## config.mk

```make
export PLATFORM = sky130hd
export DESIGN_NAME = result_bcd_display
export DESIGN_NICKNAME = d
export VERILOG_FILES = /design/src/rtl/result_bcd_display.sv
export SDC_FILE = /design/constraint.sdc
export NUM_CORES = 1
export LEC_CHECK = 0
export CAP_MARGIN = 5
export CELL_PAD_IN_SITES_DETAIL_PLACEMENT = 0
export CELL_PAD_IN_SITES_GLOBAL_PLACEMENT = 2
export CORE_MARGIN = 10
export CORE_UTILIZATION = 35
export CTS_CLUSTER_SIZE = 28
export DETAILED_ROUTE_END_ITERATION = 8
export MAX_ROUTING_LAYER = met4
export PLACE_DENSITY = 0.81
export SETUP_SLACK_MARGIN = 0.3
export SLEW_MARGIN = 15
export SYNTH_ARGS = -nofsm -noshare
export SYNTH_HDL_FRONTEND = slang
export SYNTH_SLANG_ARGS = --single-unit
```

## constraint.sdc

```tcl
create_clock -name clk -period 7.1 [get_ports clk]
set_input_delay 0.71 -clock clk [delete_from_list [all_inputs] [get_ports clk]]
set_output_delay 0.71 -clock clk [all_outputs]
set_load 0.005 [all_outputs]
```

## src/rtl/result_bcd_display.sv

```systemverilog
// Binary-to-BCD converter for the miniALU result with seven-segment drive.
// One double-dabble step per clock over a scratch register that is one digit
// wider than the displayed digits, so values above the display range are
// flagged as overflow. Outputs hold their last values between conversions.
module result_bcd_display #(
  parameter int IN_WIDTH = 20,
  parameter int DIGITS   = 6
) (
  input  logic                  clk,
  input  logic                  rst_n,
  input  logic                  start,
  input  logic [IN_WIDTH-1:0]   bin_in,
  input  logic                  blank_lz,
  output logic                  busy,
  output logic                  done,
  output logic                  overflow,
  output logic [4*DIGITS-1:0]   bcd_out,
  output logic [6:0]            hex0,
  output logic [6:0]            hex1,
  output logic [6:0]            hex2,
  output logic [6:0]            hex3,
  output logic [6:0]            hex4,
  output logic [6:0]            hex5
);

  localparam int SCR_W = 4 * (DIGITS + 1);
  localparam int CNT_W = $clog2(IN_WIDTH + 1);

  typedef enum logic [0:0] {IDLE = 1'b0, CONVERT = 1'b1} state_t;

  // Active-low segment pattern {g,f,e,d,c,b,a} for one decimal digit.
  function automatic logic [6:0] seg7(input logic [3:0] d);
    logic [6:0] s;
    case (d)
      4'd0:    s = 7'h40;
      4'd1:    s = 7'h79;
      4'd2:    s = 7'h24;
      4'd3:    s = 7'h30;
      4'd4:    s = 7'h19;
      4'd5:    s = 7'h12;
      4'd6:    s = 7'h02;
      4'd7:    s = 7'h78;
      4'd8:    s = 7'h00;
      4'd9:    s = 7'h10;
      default: s = 7'h7F;
    endcase
    return s;
  endfunction

  state_t                state_r, state_s;
  logic [IN_WIDTH-1:0]   bin_r, bin_s;
  logic                  blank_r, blank_s;
  logic [SCR_W-1:0]      scr_r, scr_s;
  logic [CNT_W-1:0]      cnt_r, cnt_s;
  logic                  done_r, done_s;
  logic                  ovf_r, ovf_s;
  logic [4*DIGITS-1:0]   bcd_r, bcd_s;
  logic [6:0]            hex_r [6];
  logic [6:0]            hex_s [6];

  logic [SCR_W-1:0]      adj_s;
  logic [SCR_W-1:0]      step_s;
  logic                  step_ovf_s;
  logic [6:0]            disp_s [6];
  logic [3:0]            dig_s;
  logic                  seen_s;

  // Double-dabble correction (+3 on digits >= 5) followed by the one-bit shift.
  always_comb begin
    adj_s = scr_r;
    for (int d = 0; d <= DIGITS; d++) begin
      if (scr_r[4*d +: 4] >= 4'd5) begin
        adj_s[4*d +: 4] = scr_r[4*d +: 4] + 4'd3;
      end else begin
        adj_s[4*d +: 4] = scr_r[4*d +: 4];
      end
    end
    step_s = {adj_s[SCR_W-2:0], bin_r[IN_WIDTH-1]};
  end

  // Segment patterns for the post-step scratch value, with dash and blanking rules.
  always_comb begin
    step_ovf_s = (step_s[SCR_W-1 -: 4] != 4'd0);
    seen_s     = 1'b0;
    dig_s      = 4'd0;
    for (int i = 5; i >= 0; i--) begin
      if (i < DIGITS) begin
        dig_s = step_s[4*i +: 4];
      end else begin
        dig_s = 4'd0;
      end
      seen_s = seen_s | (dig_s != 4'd0);
      if (step_ovf_s) begin
        disp_s[i] = 7'h3F;
      end else if (blank_r && (i != 0) && !seen_s) begin
        disp_s[i] = 7'h7F;
      end else begin
        disp_s[i] = seg7(dig_s);
      end
    end
  end

  // Next-state and next-register logic for the IDLE/CONVERT controller.
  always_comb begin
    state_s = state_r;
    bin_s   = bin_r;
    blank_s = blank_r;
    scr_s   = scr_r;
    cnt_s   = cnt_r;
    done_s  = 1'b0;
    ovf_s   = ovf_r;
    bcd_s   = bcd_r;
    hex_s   = hex_r;
    case (state_r)
      IDLE: begin
        if (start) begin
          bin_s   = bin_in;
          blank_s = blank_lz;
          scr_s   = '0;
          cnt_s   = '0;
          state_s = CONVERT;
        end else begin
          state_s = IDLE;
        end
      end
      CONVERT: begin
        scr_s = step_s;
        bin_s = {bin_r[IN_WIDTH-2:0], 1'b0};
        cnt_s = cnt_r + CNT_W'(1);
        if (cnt_r == CNT_W'(IN_WIDTH - 1)) begin
          state_s = IDLE;
          done_s  = 1'b1;
          ovf_s   = step_ovf_s;
          bcd_s   = step_s[4*DIGITS-1:0];
          hex_s   = disp_s;
        end else begin
          state_s = CONVERT;
        end
      end
      default: begin
        state_s = IDLE;
      end
    endcase
  end

  // State and datapath registers with synchronous active-low reset.
  always_ff @(posedge clk) begin
    if (!rst_n) begin
      state_r <= IDLE;
      bin_r   <= '0;
      blank_r <= 1'b0;
      scr_r   <= '0;
      cnt_r   <= '0;
      done_r  <= 1'b0;
      ovf_r   <= 1'b0;
      bcd_r   <= '0;
      for (int i = 0; i < 6; i++) begin
        hex_r[i] <= 7'h7F;
      end
    end else begin
      state_r <= state_s;
      bin_r   <= bin_s;
      blank_r <= blank_s;
      scr_r   <= scr_s;
      cnt_r   <= cnt_s;
      done_r  <= done_s;
      ovf_r   <= ovf_s;
      bcd_r   <= bcd_s;
      for (int i = 0; i < 6; i++) begin
        hex_r[i] <= hex_s[i];
      end
    end
  end

  assign busy     = (state_r == CONVERT);
  assign done     = done_r;
  assign overflow = ovf_r;
  assign bcd_out  = bcd_r;
  assign hex0     = hex_r[0];
  assign hex1     = hex_r[1];
  assign hex2     = hex_r[2];
  assign hex3     = hex_r[3];
  assign hex4     = hex_r[4];
  assign hex5     = hex_r[5];

endmodule

```

# Word level (Yosys, flattened, before mapping)
# Memory sizes are Yosys's and may differ from the RTL's.
# Index checks and enable logic that the tools add are counted.
# Widths: inputs -> output; s select.
[op_classes]
n_addsub = 8
n_lt_le_gt_ge = 7
eq_ne = 2
mux = 28
n_bitwise = 5
reduce_logical = 19
[op_table]
columns = ["cell", "count"]
rows = [
  ["$mux 7", 11],
  ["$pmux 28 s2", 1],
  ["$pmux 20 s2", 1],
  ["$ge 4x3->1 const B", 7],
  ["$mux 28", 1],
  ["$add 4x2->4 const B", 6],
  ["$mux 4", 6],
  ["$reduce_bool 4->1", 6],
  ["$mux 20", 1],
  ["$pmux 5 s2", 1],
  ["$reduce_and 2->1", 3],
  ["$add 5x1->5 const B", 1],
  ["$eq 5x5->1 const B", 1],
  ["$logic_and 1x1->1", 5],
  ["$logic_not 1->1", 5],
  ["$mux 5", 1],
  ["$or 1x1->1", 4],
  ["$add 3x2->3 const B", 1],
  ["$mux 1", 3],
  ["$mux 3", 1],
  ["$ne 2x2->1 const B", 1],
  ["$pmux 1 s2", 1],
  ["$not 1->1", 1],
]
[totals]
register_bits = 123
rom_bits = 672
output_inout_bits = 69
elab_cells = 89
mem_count = 6
[mem_list]
columns = ["memory", "words", "word_bits", "rd", "rd_clocked_by_memory_dff", "write_ports", "line_no", "rtl"]
rows = [
  ["(name not given)", 16, 7, 1, 0, 0, "34", "case (d)"],
  ["(name not given)", 16, 7, 1, 0, 0, "34", ""],
  ["(name not given)", 16, 7, 1, 0, 0, "34", ""],
  ["(name not given)", 16, 7, 1, 0, 0, "34", ""],
  ["(name not given)", 16, 7, 1, 0, 0, "34", ""],
  ["(name not given)", 16, 7, 1, 0, 0, "34", ""],
]

# Depth between registers and ports, before layout
# Gate-level depths: netlist of the first run.
[depth]
depth_word = 11
depth_mapped = 12
ltp_nobuf = 12

# Worst setup path after synthesis of the first run
# Ideal clock, no wire load.
[synth_path]
path_kind = "reg-to-reg"
start = "register scr_r[16]"
end = "register hex_r (netlist bit hex1[0])"
setup_ps = 117
arrival_time_ps = 2491
required_time_ps = 6983
setup_slack_ps = 4492
path_stages_with_launch = 13
path_buffers = 0
path_cell_list = "dfxtp_1 > inv_1 > ha_1 > nand2b_1 > a21oi_1 > xnor2_1 > inv_1 > ha_1 > and3_1 > and3_1 > nand4b_1 > nand4_1 > o22a_1"
[synth_via]
elab_chain_cells = 11
elab_cells_between_ends = 13
cone_classes = "add/sub: 1; order compare: 1; mux: 3; bitwise: 4; reduce/logical: 4"
[synth_rtl]
columns = ["element", "line_no", "rtl"]
rows = [
  ["start: declaration", "53", "logic [SCR_W-1:0] scr_r, scr_s;"],
  ["start signal: assignment", "164", "scr_r <= scr_s;"],
  ["$add 4x2->4 / $ge 4x3->1 (equally long branches)", "73, 72", ""],
  ["$mux 4 *", "72", "if (scr_r[4*d +: 4] >= 4'd5) begin"],
  ["via adj_s[16]", "61", "logic [SCR_W-1:0] adj_s;"],
  ["$reduce_bool 4->1 *", "92", "seen_s = seen_s | (dig_s != 4'd0);"],
  ["$or 1x1->1 * (4 in a row)", "92", ""],
  ["$logic_not 1->1 *", "95", "end else if (blank_r && (i != 0) && !seen_s) begin"],
  ["$logic_and 1x1->1 *", "95", ""],
  ["$mux 7 *", "95", ""],
  ["$mux 7 *", "93", "if (step_ovf_s) begin"],
  ["end signal: indexed assignment", "170", "hex_r[i] <= hex_s[i];"],
  ["end: declaration", "58", "logic [6:0] hex_r [6];"],
]
# The timed path passes the listed nets; every way through them passes the cells marked *.
# A chain may end at the register's enable or synchronous reset.

# Worst setup path after layout of the first run
# Ends and elaborated chain as after synthesis.

==> flow_metrics.env, run 1 <==
export IMPL_status="finished, final reports clean"
export IMPL_path_class="register to register"
export IMPL_core_area_sq_mm=0.0180
export IMPL_num_io_pins=93
export IMPL_area_growth_pct=26.7
export IMPL_dr_pass1_iters=5
export IMPL_synth_cells=770
export IMPL_rows=49
export IMPL_multi_input_area_sq_mm=0.00365
export IMPL_synth_seq_area_share=0.385
export IMPL_synthTopCellsByArea="dfxtp_1 38%, ha_1 8.8%, a21oi_1 7.3%, nor2_1 6.9%, mux2i_1 5.5%"
export IMPL_dieArea_sq_mm=0.0241
export IMPL_syn_num_nets=839
export IMPL_holdCritPathClass="register to register"
export IMPL_die_y_um=155
export IMPL_start_util=0.356
export IMPL_drt_wl_total_um=17200
export IMPL_arrival_ps=3570
export IMPL_drt_iter0_drc=282
export IMPL_path_max_fanout=7
export IMPL_drc=0
export IMPL_async_flop_share=0
export IMPL_yosysTopAreaCellShare=0.385
export IMPL_cts_buffers=17
export IMPL_synth_top_area_cell="dfxtp_1"
export IMPL_cellLeakagePower_nw=3.10
export IMPL_hpwlAfterDp_um=11900
export IMPL_synth_seq_cells=123
export IMPL_cts_sinks=123
export IMPL_cp_cell_sequence="inv_1, ha_1, nand2b_1, a21oi_1, xnor2_1, inv_1, ha_1, and3_1, and3_1, nand4b_1, nand4_1, o22a_1"
export IMPL_htreeDepth=4
export IMPL_clock_path_buffers=2
export IMPL_synth_flop_cell="dfxtp_1"
export IMPL_synth_edf_count=0
export IMPL_drv_slew=0
export IMPL_routabilityCongestion=0.842
export IMPL_cp_start_kind="register"
export IMPL_relSlewSlack=0.303
export IMPL_cts_clk_slew_worst_paths_ps=60
export IMPL_drive_gt1_frac=0.0665
export IMPL_nFillCells=1734
export IMPL_ant_nets=0
export IMPL_synth_distinct_cells=48
export IMPL_seqCellArea_sq_mm=0.00247
export IMPL_grt_setup_unrepaired="no"
export IMPL_antenna_found_initial=0
export IMPL_post_cts_buffers=0
export IMPL_wire_per_inst_um=15.9
export IMPL_via_per_inst=5.16
export IMPL_die_x_um=155
export IMPL_r2r_slack_ps=3830
export IMPL_worstMarginPinSlew_ps=1050
export IMPL_endpoint_kind="register"
export IMPL_crit_required_ps=7400
export IMPL_endpoint="hex1[0]"
export IMPL_grt_pass1_wl_um=28200
export IMPL_grt_max_degree=110
export IMPL_vias=5600
export IMPL_cts_repair_resized=0
export IMPL_yosysWarnings=0
export IMPL_reg2reg_from="scr_r[16]"
export IMPL_rr_endpoint="hex1[0]"
export IMPL_layout_commonest_cell="dfxtp_1"
export IMPL_clkLatencyLatePin_ps=420
export IMPL_finalSetupViolCount=0
export IMPL_setup_tns_ps=0
export IMPL_cts_root_buf="clkbuf_16"
export IMPL_final_cell_mix="122 x dfxtp_1, 118 x nor2_1, 93 x a21oi_1"
export IMPL_irDropWorstVdd_mv=0.167
export IMPL_track_usage=0.147
export IMPL_finish_utilization=0.452
export IMPL_grt_remaining_overflow=0
export IMPL_synth_area_sq_mm=0.00640
export IMPL_port_buffers=92
export IMPL_final_hold_viol_count=0
export IMPL_crit_path_start="scr_r[16]"
export IMPL_drv_cap=0
export IMPL_nNetsFinal=913
export IMPL_holdCritStartpoint="bcd_out[13]"
export IMPL_avgSynthCellArea_sq_um=8.31
export IMPL_first_global_vias=5429
export IMPL_period_share=0.461
export IMPL_fin_crit_ps=3270
export IMPL_antenna_diode_count=0
export IMPL_powerDensity_mw_per_mm2=210
export IMPL_fmax_mhz=306
export IMPL_cts_tree="built"
export IMPL_slowest_stage="xnor2_1"
export IMPL_clock_skew_final_ps=9.65
export IMPL_reg2reg_depth=12
export IMPL_cts_hold_buf=0
export IMPL_max_stage_delay_ps=530
worst min path at each step:
stage / end / slack, ps / cells after the start
final: bcd_out[13] / 450 / 2
after global routing: bcd_out[9] / 480 / 2
after CTS: bcd_out[13] / 460 / 2
after detailed placement: bcd_out[13] / 450 / 2
after global placement: bcd_out[13] / 450 / 2
after floorplan: bcd_out[0] / 450 / 2
state kept, by name, summed over array words and instances, names as in the netlist, 7 cells and up:
signal   count
scr_r       28
bcd_out     24
bin_r       20
hex0         7
hex1         7
hex2         7
hex3         7
hex4         7
hex5         7
critical path, delay by kind of cell (launching register included):
family / cells / cell delay, ps
flops: 1 / 410
simple gates: 5 / 1000
xor+xnor: 1 / 530
fa+ha+maj: 2 / 520
compound gates: 2 / 410
buf+inv: 2 / 280
area by class of cell:
cell class,instances,area share
Multi-Input combinational cell,573,0.450
Sequential cell,123,0.304
Timing Repair Buffer,100,0.120
Clock buffer,20,0.0563
Tap cell,229,0.0353
Clock inverter,12,0.0208
Inverter,29,0.0134
through the flow:
stage                     setup WS [ps]  cells  hold WS, ps  power [mW]  area, sq um
after floorplan                    4490    770          453       0.771         6400
after global routing               3550   1086          477        1.76         8110
after detailed placement           3860   1054          449       0.798         7490
after CTS                          3860   1086          456        1.73         8110
final                              3830   1086          453        1.71         8110
after global placement             3960   1054          447       0.796         7490
cell usage after synthesis (4+ instances only):
cell,count
a211oi_1,13
a21oi_1,93
a31oi_1,6
and2_1,5
and3_1,4
clkbuf_1,39
dfxtp_1,123
ha_1,45
inv_1,29
mux2_2,9
mux2i_1,35
nand2_1,57
nand2b_1,15
nand3_1,16
nand3b_1,5
nand4b_1,4
nor2_1,118
nor2b_1,4
nor3_1,19
nor3b_1,19
o211ai_1,8
o21ai_0,29
o22a_1,30
o311ai_0,4
xnor2_1,7
per-layer routing:
| layer | vias to the layer above | share of wire | global-route usage |
|---|---|---|---|
| met3 | 24 | 0.035 | 0.0356 |
| met5 | - | 0 | - |
| met4 | 0 | 0.016 | 0.0499 |
| li1 | 2858 | - | - |
| met2 | 93 | 0.49 | 0.241 |
| met1 | 2625 | 0.46 | 0.173 |
power breakdown:
group          leakage (nW)  internal (mW)  switching [mW]
Clock                 0.306          0.603           0.320
Combinational          1.80         0.0295          0.0376
Sequential            0.997          0.699          0.0171
Total                  3.10           1.33           0.374
cell families (layout without fill, tap and decap cells):
| group | Yosys count | in the layout | synth area share |
|---|---|---|---|
| AOI/OAI and AO/OA | 200 | 200 | 0.197 |
| buffers and inverters | 74 | 161 | 0.0452 |
| xor gates and xnor gates | 7 | 7 | 0.00958 |
| adders and majority gates | 45 | 45 | 0.0880 |
| and+or+nand+nor | 276 | 276 | 0.203 |
| muxes | 45 | 45 | 0.0723 |
| DFF | 123 | 123 | 0.385 |
Power figures use the tool's default switching activity.
==> run 2, diff against run 1 <==
--- a/config.mk
+++ b/config.mk
@@ -9,11 +9,11 @@
 export CELL_PAD_IN_SITES_DETAIL_PLACEMENT = 0
 export CELL_PAD_IN_SITES_GLOBAL_PLACEMENT = 2
 export CORE_MARGIN = 10
-export CORE_UTILIZATION = 35
+export CORE_UTILIZATION = 29
 export CTS_CLUSTER_SIZE = 28
 export DETAILED_ROUTE_END_ITERATION = 8
 export MAX_ROUTING_LAYER = met4
-export PLACE_DENSITY = 0.81
+export PLACE_DENSITY = 0.71
 export SETUP_SLACK_MARGIN = 0.3
 export SLEW_MARGIN = 15
 export SYNTH_ARGS = -nofsm -noshare
==> constraint.sdc (replaced) <==
create_clock -name clk -period 3 [get_ports clk]
set_input_delay 0.3 -clock clk [delete_from_list [all_inputs] [get_ports clk]]
set_output_delay 0.3 -clock clk [all_outputs]
set_load 0.005 [all_outputs]
==> flow_metrics.env, run 2 (synthesized netlist as in run 1, its figures left out) <==
export IMPL_status="finished, final reports clean"
export IMPL_internal_power_mw=2.85
export IMPL_arrival_ps=2850
export IMPL_irDropWorstVdd_mv=0.360
export IMPL_drt_wl_total_um=18400
export IMPL_area_growth_pct=29.7
export IMPL_crit_required_ps=3300
export IMPL_endpoint_kind="register"
export IMPL_fmax_mhz=393
export IMPL_nFillCells=2198
export IMPL_hpwlAfterDp_um=13000
export IMPL_largest_register_ffs=28
export IMPL_cts_root_buf="clkbuf_16"
export IMPL_fin_crit_ps=2550
export IMPL_drc=0
export IMPL_first_global_vias=5778
export IMPL_track_usage=0.131
export IMPL_path_class="register to register"
export IMPL_pwr_share_clk=0.492
export IMPL_dieArea_sq_mm=0.0284
export IMPL_grt_remaining_overflow=0
export IMPL_clock_path_buffers=2
export IMPL_finish_utilization=0.382
export IMPL_path_max_fanout=5
export IMPL_worstMarginPinSlew_ps=1020
export IMPL_grt_setup_unrepaired="no"
export IMPL_clkLatencyLatePin_ps=410
export IMPL_cts_tree="built"
export IMPL_drt_iter0_drc=312
export IMPL_cellLeakagePower_nw=3.17
export IMPL_vias=5724
export IMPL_seqCellArea_sq_mm=0.00247
export IMPL_nNetsFinal=933
export IMPL_period_share=0.849
export IMPL_die_x_um=169
export IMPL_antenna_diode_count=0
export IMPL_holdCritPathClass="register to register"
export IMPL_drv_slew=0
export IMPL_grt_pass1_wl_um=29800
export IMPL_final_cell_mix="119 x dfxtp_1, 118 x nor2_1, 91 x clkdlybuf4s50_1"
export IMPL_cts_clk_slew_worst_paths_ps=50
export IMPL_dr_pass1_iters=4
export IMPL_relSlewSlack=0.320
export IMPL_sw_frac_of_total=0.223
export IMPL_cts_buffers=17
export IMPL_htreeDepth=4
export IMPL_regMostFlops="scr_r"
export IMPL_final_hold_viol_count=0
export IMPL_routabilityCongestion=0.851
export IMPL_num_io_pins=93
export IMPL_p_seq_frac=0.455
export IMPL_rows=54
export IMPL_ant_nets=0
export IMPL_clock_skew_final_ps=7.62
export IMPL_antenna_found_initial=0
export IMPL_drive_gt1_frac=0.0997
export IMPL_multi_input_area_sq_mm=0.00372
export IMPL_via_per_inst=4.96
export IMPL_layout_commonest_cell="dfxtp_1"
export IMPL_cts_sinks=123
export IMPL_setup_tns_ps=0
export IMPL_wire_per_inst_um=16.0
export IMPL_cp_start_kind="register"
export IMPL_finalSetupViolCount=0
export IMPL_drv_cap=0
export IMPL_start_util=0.294
export IMPL_pwr_share_comb=0.053
export IMPL_powerDensity_mw_per_mm2=442
export IMPL_cts_hold_buf=0
export IMPL_grt_max_degree=108
export IMPL_p_sw_mw=0.817
export IMPL_die_y_um=169
export IMPL_core_area_sq_mm=0.0218
export IMPL_port_buffers=92
## run 2: cell types whose count changed in the layout (fill, tap and decap cells not counted), sizes merged
cell,delta
buf,+20
clkinv,-2
clkinvlp,-2
inv,-1
bufinv,-4
clkbuf,+5
## run 2: power groups by stage
| stage | clock, mW | sequential [mW] | combinational [mW] |
|---|---|---|---|
| 2_1_floorplan | 0 | 1.70 | 0.126 |
| 3_3_place_gp | 0 | 1.70 | 0.193 |
| 3_5_place_dp | 0 | 1.70 | 0.196 |
| 4_1_cts | 1.87 | 1.67 | 0.196 |
| 5_1_grt | 1.94 | 1.67 | 0.216 |
| 6_report | 1.81 | 1.67 | 0.194 |
## run 2: worst paths after layout
check,startpoint,to,slack (ps),cells past startpoint
max,scr_r[13],hex1[0],450,12
min reg2reg,bcd_out[13],bcd_out[13],460,2
max reg2reg,scr_r[13],hex1[0],450,12
min,bcd_out[13],bcd_out[13],460,2
## run 2: metal layers
metal	GRT usage	vias up	part of all wire
met3	0.0327	22	0.043
met1	0.154	2691	0.46
li1	-	2905	-
met5	-	-	0
met2	0.213	106	0.48
met4	0.0503	0	0.020
## run 2: stage by stage
| stage | instances | total power, mW | hold WS [ps] | setup slack [ps] | area (sq um) |
|---|---|---|---|---|---|
| 2_1_floorplan | 770 | 1.82 | 447 | 392 | 6400 |
| 3_3_place_gp | 1121 | 1.90 | 446 | 259 | 7680 |
| 3_5_place_dp | 1121 | 1.90 | 454 | 212 | 7680 |
| 4_1_cts | 1150 | 3.74 | 462 | 301 | 8210 |
| 5_1_grt | 1153 | 3.83 | 479 | 292 | 8300 |
| 6_report | 1153 | 3.67 | 459 | 453 | 8300 |
## run 2: area by class of cell
class / count / area share
flip-flops and latches: 123 / 0.297
inverters: 29 / 0.0131
well taps: 280 / 0.0422
multi-input cells: 573 / 0.449
repair buffers: 120 / 0.137
clock inverters: 3 / 0.00181
clock buffers: 25 / 0.0597
## run 2: worst max-delay path, stage by stage, from the launching register on
cell	delay [ps]
dfxtp_1	340
inv_1	100
ha_1	240
nand2b_1	160
nand2b_1	80
o21ai_1	170
inv_1	120
ha_2	200
and3_1	190
and3_4	170
nand4b_1	170
nand4_1	240
o22a_1	240
## run 2: repair_timing
action	4_1_cts	5_1_grt
pin swaps	4	7
setup buffers	1	3
endpoints found under the hold margin	0	0
gates cloned	0	0
resized for setup	3	19
endpoints found under the setup margin	16	20
